==> config.mk <==
export PLATFORM = sky130hd
export DESIGN_NAME = muldiv_unit_flat
export DESIGN_NICKNAME = d
export VERILOG_FILES = /design/src/rtl/muldiv_if.sv /design/src/rtl/muldiv_unit.sv /design/src/flat_wrapper.sv
export SDC_FILE = /design/constraint.sdc
export NUM_CORES = 1
export LEC_CHECK = 0
export CELL_PAD_IN_SITES_DETAIL_PLACEMENT = 0
export CELL_PAD_IN_SITES_GLOBAL_PLACEMENT = 1
export CORE_UTILIZATION = 47
export CTS_BUF_LIST = sky130_fd_sc_hd__clkbuf_8
export DETAILED_ROUTE_END_ITERATION = 7
export MAX_ROUTING_LAYER = met4
export PLACE_DENSITY = 0.92
export SYNTH_ARGS = -nofsm -noshare
export SYNTH_HDL_FRONTEND = slang
export SYNTH_SLANG_ARGS = --single-unit
==> constraint.sdc <==
create_clock -name clk -period 19.5 [get_ports clk]
set_input_delay 5.85 -clock clk [delete_from_list [all_inputs] [get_ports clk]]
set_output_delay 5.85 -clock clk [all_outputs]
set_load 0.01 [all_outputs]
==> src/rtl/muldiv_if.sv <==
// Request/result bundle between decode and the multiply/divide unit.
//
// Request/stall semantics: a request (md_start, mf_req, mt_hi, mt_lo) is
// taken on a rising edge only when stall is low in that cycle. While stall
// is high the requester holds every request field unchanged and re-presents
// it until stall drops. MFHI/MFLO read hi/lo directly; there is no transfer.
//
// Signals:
//   md_start/md_op/md_a/md_b  multiply/divide issue (op 00 MULT, 01 MULTU,
//                             10 DIV, 11 DIVU)
//   mf_req                    MFHI/MFLO present this cycle
//   mt_hi/mt_lo/mt_data       MTHI/MTLO write request and data
//   hi/lo                     architectural HI/LO registers
//   busy                      engine not idle
//   stall                     freeze fetch/decode (combinational)
//   state                     engine state for debug/checkers (0 IDLE, 1 ITER, 2 FIX)
interface muldiv_if #(
  parameter int WIDTH = 32
);
  logic             md_start;
  logic [1:0]       md_op;
  logic [WIDTH-1:0] md_a;
  logic [WIDTH-1:0] md_b;
  logic             mf_req;
  logic             mt_hi;
  logic             mt_lo;
  logic [WIDTH-1:0] mt_data;
  logic [WIDTH-1:0] hi;
  logic [WIDTH-1:0] lo;
  logic             busy;
  logic             stall;
  logic [1:0]       state;

  modport master (
    output md_start, md_op, md_a, md_b, mf_req, mt_hi, mt_lo, mt_data,
    input  hi, lo, busy, stall, state
  );

  modport slave (
    input  md_start, md_op, md_a, md_b, mf_req, mt_hi, mt_lo, mt_data,
    output hi, lo, busy, stall, state
  );
endinterface

==> src/rtl/muldiv_unit.sv <==
// Iterative multiply/divide engine and HI/LO register owner.
//
// Runs one shift-add (multiply) or restoring-divide step per cycle for WIDTH
// cycles on operand magnitudes, then applies sign correction in a FIX cycle
// and writes HI/LO. Latency is WIDTH + 1 cycles after the accept edge.
//
// Ports:
//   clk  rising-edge clock
//   rst  asynchronous active-high reset
//   bus  muldiv_if.slave: requests in; hi, lo, busy, stall, state out
module muldiv_unit #(
  parameter int WIDTH = 32
) (
  input  logic    clk,
  input  logic    rst,
  muldiv_if.slave bus
);

  localparam int CW = $clog2(WIDTH);
  localparam logic [CW-1:0] LAST = CW'(WIDTH - 1);

  typedef enum logic [1:0] {
    S_IDLE = 2'd0,
    S_ITER = 2'd1,
    S_FIX  = 2'd2
  } state_t;

  state_t             state;
  logic [CW-1:0]      count;
  // Upper half: partial product / partial remainder.
  // Lower half: multiplier being shifted out / dividend shifting into quotient.
  logic [2*WIDTH-1:0] acc;
  // Multiplicand for multiply, divisor for divide.
  logic [WIDTH-1:0]   operand;
  logic               is_div;
  logic               neg_res;
  logic               neg_rem;
  logic               div_zero;
  logic [WIDTH-1:0]   hi_q;
  logic [WIDTH-1:0]   lo_q;

  // Issue-time operand preparation
  logic             op_signed;
  logic             a_neg;
  logic             b_neg;
  logic [WIDTH-1:0] a_mag;
  logic [WIDTH-1:0] b_mag;

  always_comb begin
    op_signed = ~bus.md_op[0];
    a_neg     = op_signed & bus.md_a[WIDTH-1];
    b_neg     = op_signed & bus.md_b[WIDTH-1];
    a_mag     = a_neg ? (~bus.md_a + 1'b1) : bus.md_a;
    b_mag     = b_neg ? (~bus.md_b + 1'b1) : bus.md_b;
  end

  // One iteration step for each operation
  logic [WIDTH:0]     mul_sum;
  logic [2*WIDTH-1:0] mul_next;
  logic [WIDTH:0]     rem_sh;
  logic [WIDTH:0]     div_diff;
  logic [2*WIDTH-1:0] div_next;

  always_comb begin
    mul_sum  = {1'b0, acc[2*WIDTH-1:WIDTH]} + (acc[0] ? {1'b0, operand} : '0);
    mul_next = {mul_sum, acc[WIDTH-1:1]};

    rem_sh   = {acc[2*WIDTH-1:WIDTH], acc[WIDTH-1]};
    div_diff = rem_sh - {1'b0, operand};
    // Borrow out of the trial subtract means the divisor did not fit.
    if (div_diff[WIDTH])
      div_next = {rem_sh[WIDTH-1:0], acc[WIDTH-2:0], 1'b0};
    else
      div_next = {div_diff[WIDTH-1:0], acc[WIDTH-2:0], 1'b1};
  end

  // Sign correction applied in FIX
  logic [2*WIDTH-1:0] prod_fix;
  logic [WIDTH-1:0]   quot_fix;
  logic [WIDTH-1:0]   rem_fix;

  always_comb begin
    prod_fix = neg_res ? (~acc + 1'b1) : acc;
    // Division by zero: the restoring loop already yields an all-ones
    // quotient and a remainder of |a|; skipping the quotient negate keeps
    // lo all-ones, and the remainder sign fix turns |a| back into raw md_a.
    quot_fix = (neg_res & ~div_zero) ? (~acc[WIDTH-1:0] + 1'b1) : acc[WIDTH-1:0];
    rem_fix  = neg_rem ? (~acc[2*WIDTH-1:WIDTH] + 1'b1) : acc[2*WIDTH-1:WIDTH];
  end

  // The signed-overflow case (MIN / -1) needs no special path: |MIN| = MIN
  // as an unsigned magnitude, both signs are negative so no negate happens,
  // giving quotient MIN and remainder 0.
  always_ff @(posedge clk or posedge rst) begin
    if (rst) begin
      state    <= S_IDLE;
      count    <= '0;
      acc      <= '0;
      operand  <= '0;
      is_div   <= 1'b0;
      neg_res  <= 1'b0;
      neg_rem  <= 1'b0;
      div_zero <= 1'b0;
      hi_q     <= '0;
      lo_q     <= '0;
    end else begin
      case (state)
        S_IDLE: begin
          if (bus.md_start) begin
            is_div   <= bus.md_op[1];
            neg_res  <= a_neg ^ b_neg;
            neg_rem  <= a_neg & bus.md_op[1];
            div_zero <= bus.md_op[1] & (bus.md_b == '0);
            operand  <= bus.md_op[1] ? b_mag : a_mag;
            acc      <= bus.md_op[1] ? {{WIDTH{1'b0}}, a_mag} : {{WIDTH{1'b0}}, b_mag};
            count    <= '0;
            state    <= S_ITER;
          end else begin
            // md_start wins; an MT in the same cycle is dropped.
            if (bus.mt_hi) hi_q <= bus.mt_data;
            if (bus.mt_lo) lo_q <= bus.mt_data;
          end
        end
        S_ITER: begin
          acc   <= is_div ? div_next : mul_next;
          count <= count + 1'b1;
          if (count == LAST) state <= S_FIX;
        end
        S_FIX: begin
          if (is_div) begin
            hi_q <= rem_fix;
            lo_q <= quot_fix;
          end else begin
            hi_q <= prod_fix[2*WIDTH-1:WIDTH];
            lo_q <= prod_fix[WIDTH-1:0];
          end
          state <= S_IDLE;
        end
        default: state <= S_IDLE;
      endcase
    end
  end

  assign bus.hi    = hi_q;
  assign bus.lo    = lo_q;
  assign bus.busy  = (state != S_IDLE);
  assign bus.stall = bus.busy & (bus.md_start | bus.mf_req | bus.mt_hi | bus.mt_lo);
  assign bus.state = state;

endmodule

==> src/flat_wrapper.sv <==
// flat-port wrapper written by rule: the top's interface ports become plain ports
module muldiv_unit_flat 
#(
  parameter int WIDTH = 32
)
  (clk, rst, bus_md_start, bus_md_op, bus_md_a, bus_md_b, bus_mf_req, bus_mt_hi, bus_mt_lo, bus_mt_data, bus_hi, bus_lo, bus_busy, bus_stall, bus_state);
  muldiv_if #(.WIDTH(WIDTH)) bus_i ();
  input  logic clk;
  input  logic rst;
  input wire logic [$bits(bus_i.md_start)-1:0] bus_md_start;
  input wire logic [$bits(bus_i.md_op)-1:0] bus_md_op;
  input wire logic [$bits(bus_i.md_a)-1:0] bus_md_a;
  input wire logic [$bits(bus_i.md_b)-1:0] bus_md_b;
  input wire logic [$bits(bus_i.mf_req)-1:0] bus_mf_req;
  input wire logic [$bits(bus_i.mt_hi)-1:0] bus_mt_hi;
  input wire logic [$bits(bus_i.mt_lo)-1:0] bus_mt_lo;
  input wire logic [$bits(bus_i.mt_data)-1:0] bus_mt_data;
  output wire logic [$bits(bus_i.hi)-1:0] bus_hi;
  output wire logic [$bits(bus_i.lo)-1:0] bus_lo;
  output wire logic [$bits(bus_i.busy)-1:0] bus_busy;
  output wire logic [$bits(bus_i.stall)-1:0] bus_stall;
  output wire logic [$bits(bus_i.state)-1:0] bus_state;
  assign bus_i.md_start = bus_md_start;
  assign bus_i.md_op = bus_md_op;
  assign bus_i.md_a = bus_md_a;
  assign bus_i.md_b = bus_md_b;
  assign bus_i.mf_req = bus_mf_req;
  assign bus_i.mt_hi = bus_mt_hi;
  assign bus_i.mt_lo = bus_mt_lo;
  assign bus_i.mt_data = bus_mt_data;
  assign bus_hi = bus_i.hi;
  assign bus_lo = bus_i.lo;
  assign bus_busy = bus_i.busy;
  assign bus_stall = bus_i.stall;
  assign bus_state = bus_i.state;
  muldiv_unit #(.WIDTH(WIDTH)) u_core (.clk(clk), .rst(rst), .bus(bus_i));
endmodule
==> flow_summary.yaml <==
global_route:
  grt.total_usage_pct: 30.3
  grt_pass1_vias: 12700
  grt_use_met3_pct: 3.16
  grt_max_degree: 106
  grt_remaining_overflow: 0
  use_met1_pct: 42.2
  gr-max-usage-layer: "met2"
  use_met2_pct: 46.2
  grt_first_pass_wirelength_mm: 72.1
  antenna_found_initial: 0
clock_network:
  path_clk_slew_ps: 100
  worstSkewPairLatency_ps: 490
  ctsRootBufferMaster: "clkbuf_8"
  cts_resized: 0
  cts_tree: "yes"
  clk_path_buf_depth: 2
  numClockSinks: 171
  cts_setup_buffers: 0
  cts_made_buffers: 17
  cts.hold.buffers_added: 0
  h-tree-depth: 4
synth:
  synth_cells: 1837
  ys_warn_count: 0
  synthFlopType: "dfrtp_1"
  syn_nets: 2013
  synth.distinct_cells: 78
  avgSynthCellArea_um2: 7.99
  netlist_area_mm2: 0.0147
  post-synth-top-area-cell: "dfrtp_1"
  synth_top_area_share_pct: 29.2
  ys_seq_area_share_pct: 29.2
  synth.area.top_cells: "dfrtp_1 (29%), mux2i_1 (8.9%), o21ai_0 (7.8%), ha_1 (6.0%), nand2_1 (5.7%)"
  synth_edf_count: 0
  ys_ff_latch: 171
  ys_async_sr_fraction_pct: 100
critical_path:
  cp.required_ps: 13650
  critical_path_arrival_ps: 7180
  cp-start-kind: "primary input"
  path_max_fanout: 4
  path_class: "in -> out"
  endpoint_kind: "output port"
  reg2reg_from: "u_core.acc[31]"
  r2r_cells: 14
  rr_endpoint: "u_core.acc[32]"
  rrSetupSlack_ps: 14830
min_path:
  min_path_type: "reg -> reg"
  hold_end: "u_core.operand[3]"
  hold_path.startpoint: "u_core.operand[3]"
  holdPathStages: 2
power:
  cellLeakagePower_nw: 7.00
  p_sw_mw: 1.57
  p_int_mw: 1.53
  worst_ir_drop_vdd_mv: 0.0845
  power.share.clock_pct: 8.5
  power_frac_seq_pct: 24.9
  combPwrFrac_pct: 66.6
  p_per_area_mw_per_mm2: 183
  switching_share_pct: 50.6
timing:
  fin_crit_ps: 13030
  setup_viol_count_final: 0
  fin_skew_ps: 18.6
  rsz0062_at_grt: "false"
  finalHoldViolations: 0
  slew_viol_final: 0
  max_freq_ghz: 0.0767
  hold-worst-slack_ps: 489
  relSlewSlack_pct: 23.5
  tightestPinTransition_ps: 1150
  finalCritPeriodShare_pct: 66.8
  worst_slack_ps: 6470
  finalSetupTns_ps: 0
final_layout:
  layout-drive-gt1-share_pct: 4.07
  nNetsFinal: 2103
  layout_common_cells: "o21ai_0 (229), nand2_1 (221), clkdlybuf4s50_1 (170), dfrtp_1 (170), mux2i_1 (130)"
  n_antenna_cell: 0
  area_delta_synth_final_pct: 15.6
  fillers: 2895
  layout_commonest_cell: "o21ai_0"
route:
  routed_wl_mm: 46.6
  wl_per_cell_um: 20.0
  drt_iter0_markers: 1389
  drt-pass1-iter-count: 6
  vias: 14100
  via_per_inst: 6.05
  drc: 0
  postRouteAntennaNets: 0
job:
  cap_violations: 0
placement:
  gp_congestion: 0.956
  portBuffers: 171
  place.detailed.hpwl_mm: 36.0
  pre_cts_ws_ps: 6470
floorplan:
  pin_count: 172
  chipWidth_um: 179
  die_y_um: 179
  die-area_mm2: 0.0319
  rows: 64
  core-area_mm2: 0.0307
  start_util_pct: 47.8
status:
  run_status: "complete, no violations"
==> worst max-delay path: stages <==
cell and delay [ps]:
clkdlybuf4s50_1 470, nor4_1 320, nor2_1 70, clkdlybuf4s50_1 480
==> power by group through the flow <==
stage / sequential, mW / combinational [mW] / clock, mW
floorplan: 0.695 / 1.48 / 0
global placement: 0.760 / 2.01 / 0
detailed placement: 0.770 / 2.04 / 0
CTS: 0.762 / 2.05 / 0.265
global route: 0.792 / 2.27 / 0.279
finish: 0.773 / 2.07 / 0.263
==> stage by stage <==
stage	power, mW	instance area [µm²]	instances	utilization, %
global route	3.34	17000	2336	55.3
floorplan	2.18	14700	1837	-
global placement	2.77	16600	2304	54.0
finish	3.11	17000	2336	55.3
CTS	3.08	17000	2336	55.3
detailed placement	2.81	16600	2304	54.0
==> layer usage <==
metal	vias to the layer above	part of all wire, %
li1	6764	-
met1	6806	46
met2	496	44
met3	72	6.4
met4	0	2.8
met5	-	0
==> cells in the mapped netlist (10+ instances only) <==
cell type and number:
o21ai_0 229, nand2_1 222, dfrtp_1 171, mux2i_1 130, nor2_1 128, a21oi_1 123
xnor2_1 87, xor2_1 85, clkbuf_1 82, ha_1 70, inv_1 61, nand3_1 46
nor3_1 32, o221ai_1 28, buf_1 23, a31oi_1 22, a21o_1 21, a22oi_1 21
nor4_1 20, nor2b_1 19, nand2b_1 17, and3_1 14, o31ai_1 14, and2_1 13
a211oi_1 12, o211ai_1 12, nand4_1 11, or3_1 11, o41ai_1 10
==> kinds of logic (layout without fill, tap and decap cells) <==
kind of cell    Yosys count  in the layout  synth area share, %
simple gates            563            563                 17.7
compound gates          550            550                 22.8
buf+inv                 176            279                 4.69
xor+xnor                172            172                 10.3
flops                   171            171                 29.2
mux                     133            133                 9.13
fa+ha+maj                72             72                 6.24
==> registers in the layout, indices dropped and copies added, names as in the netlist <==
name              flops
u_core.acc           64
u_core.bus.hi        32
u_core.bus.lo        32
u_core.operand       32
u_core.count          5
u_core.bus.state      2
u_core.div_zero       1
u_core.is_div         1
u_core.neg_rem        1
u_core.neg_res        1
==> worst max-delay path by stage <==
stage | startpoint | end | slack, ps
floorplan | bus_md_start | bus_stall | 7450
global placement | bus_md_start | bus_stall | 6500
detailed placement | bus_md_start | bus_stall | 6470
CTS | bus_md_start | bus_stall | 6470
global route | bus_md_start | bus_stall | 6390
finish | bus_md_start | bus_stall | 6470
==> cell type report <==
type                            count  area, µm²  area share (%)
Clock buffer                       17        234            1.38
Clock inverter                     15        173            1.02
Inverter                           61        234            1.38
Multi-Input combinational cell   1490       9720            57.3
Sequential cell                   171       4280            25.2
Tap cell                          396        495            2.92
Timing Repair Buffer              186       1820            10.7
Note: power is estimated with default switching activity, not from simulation.
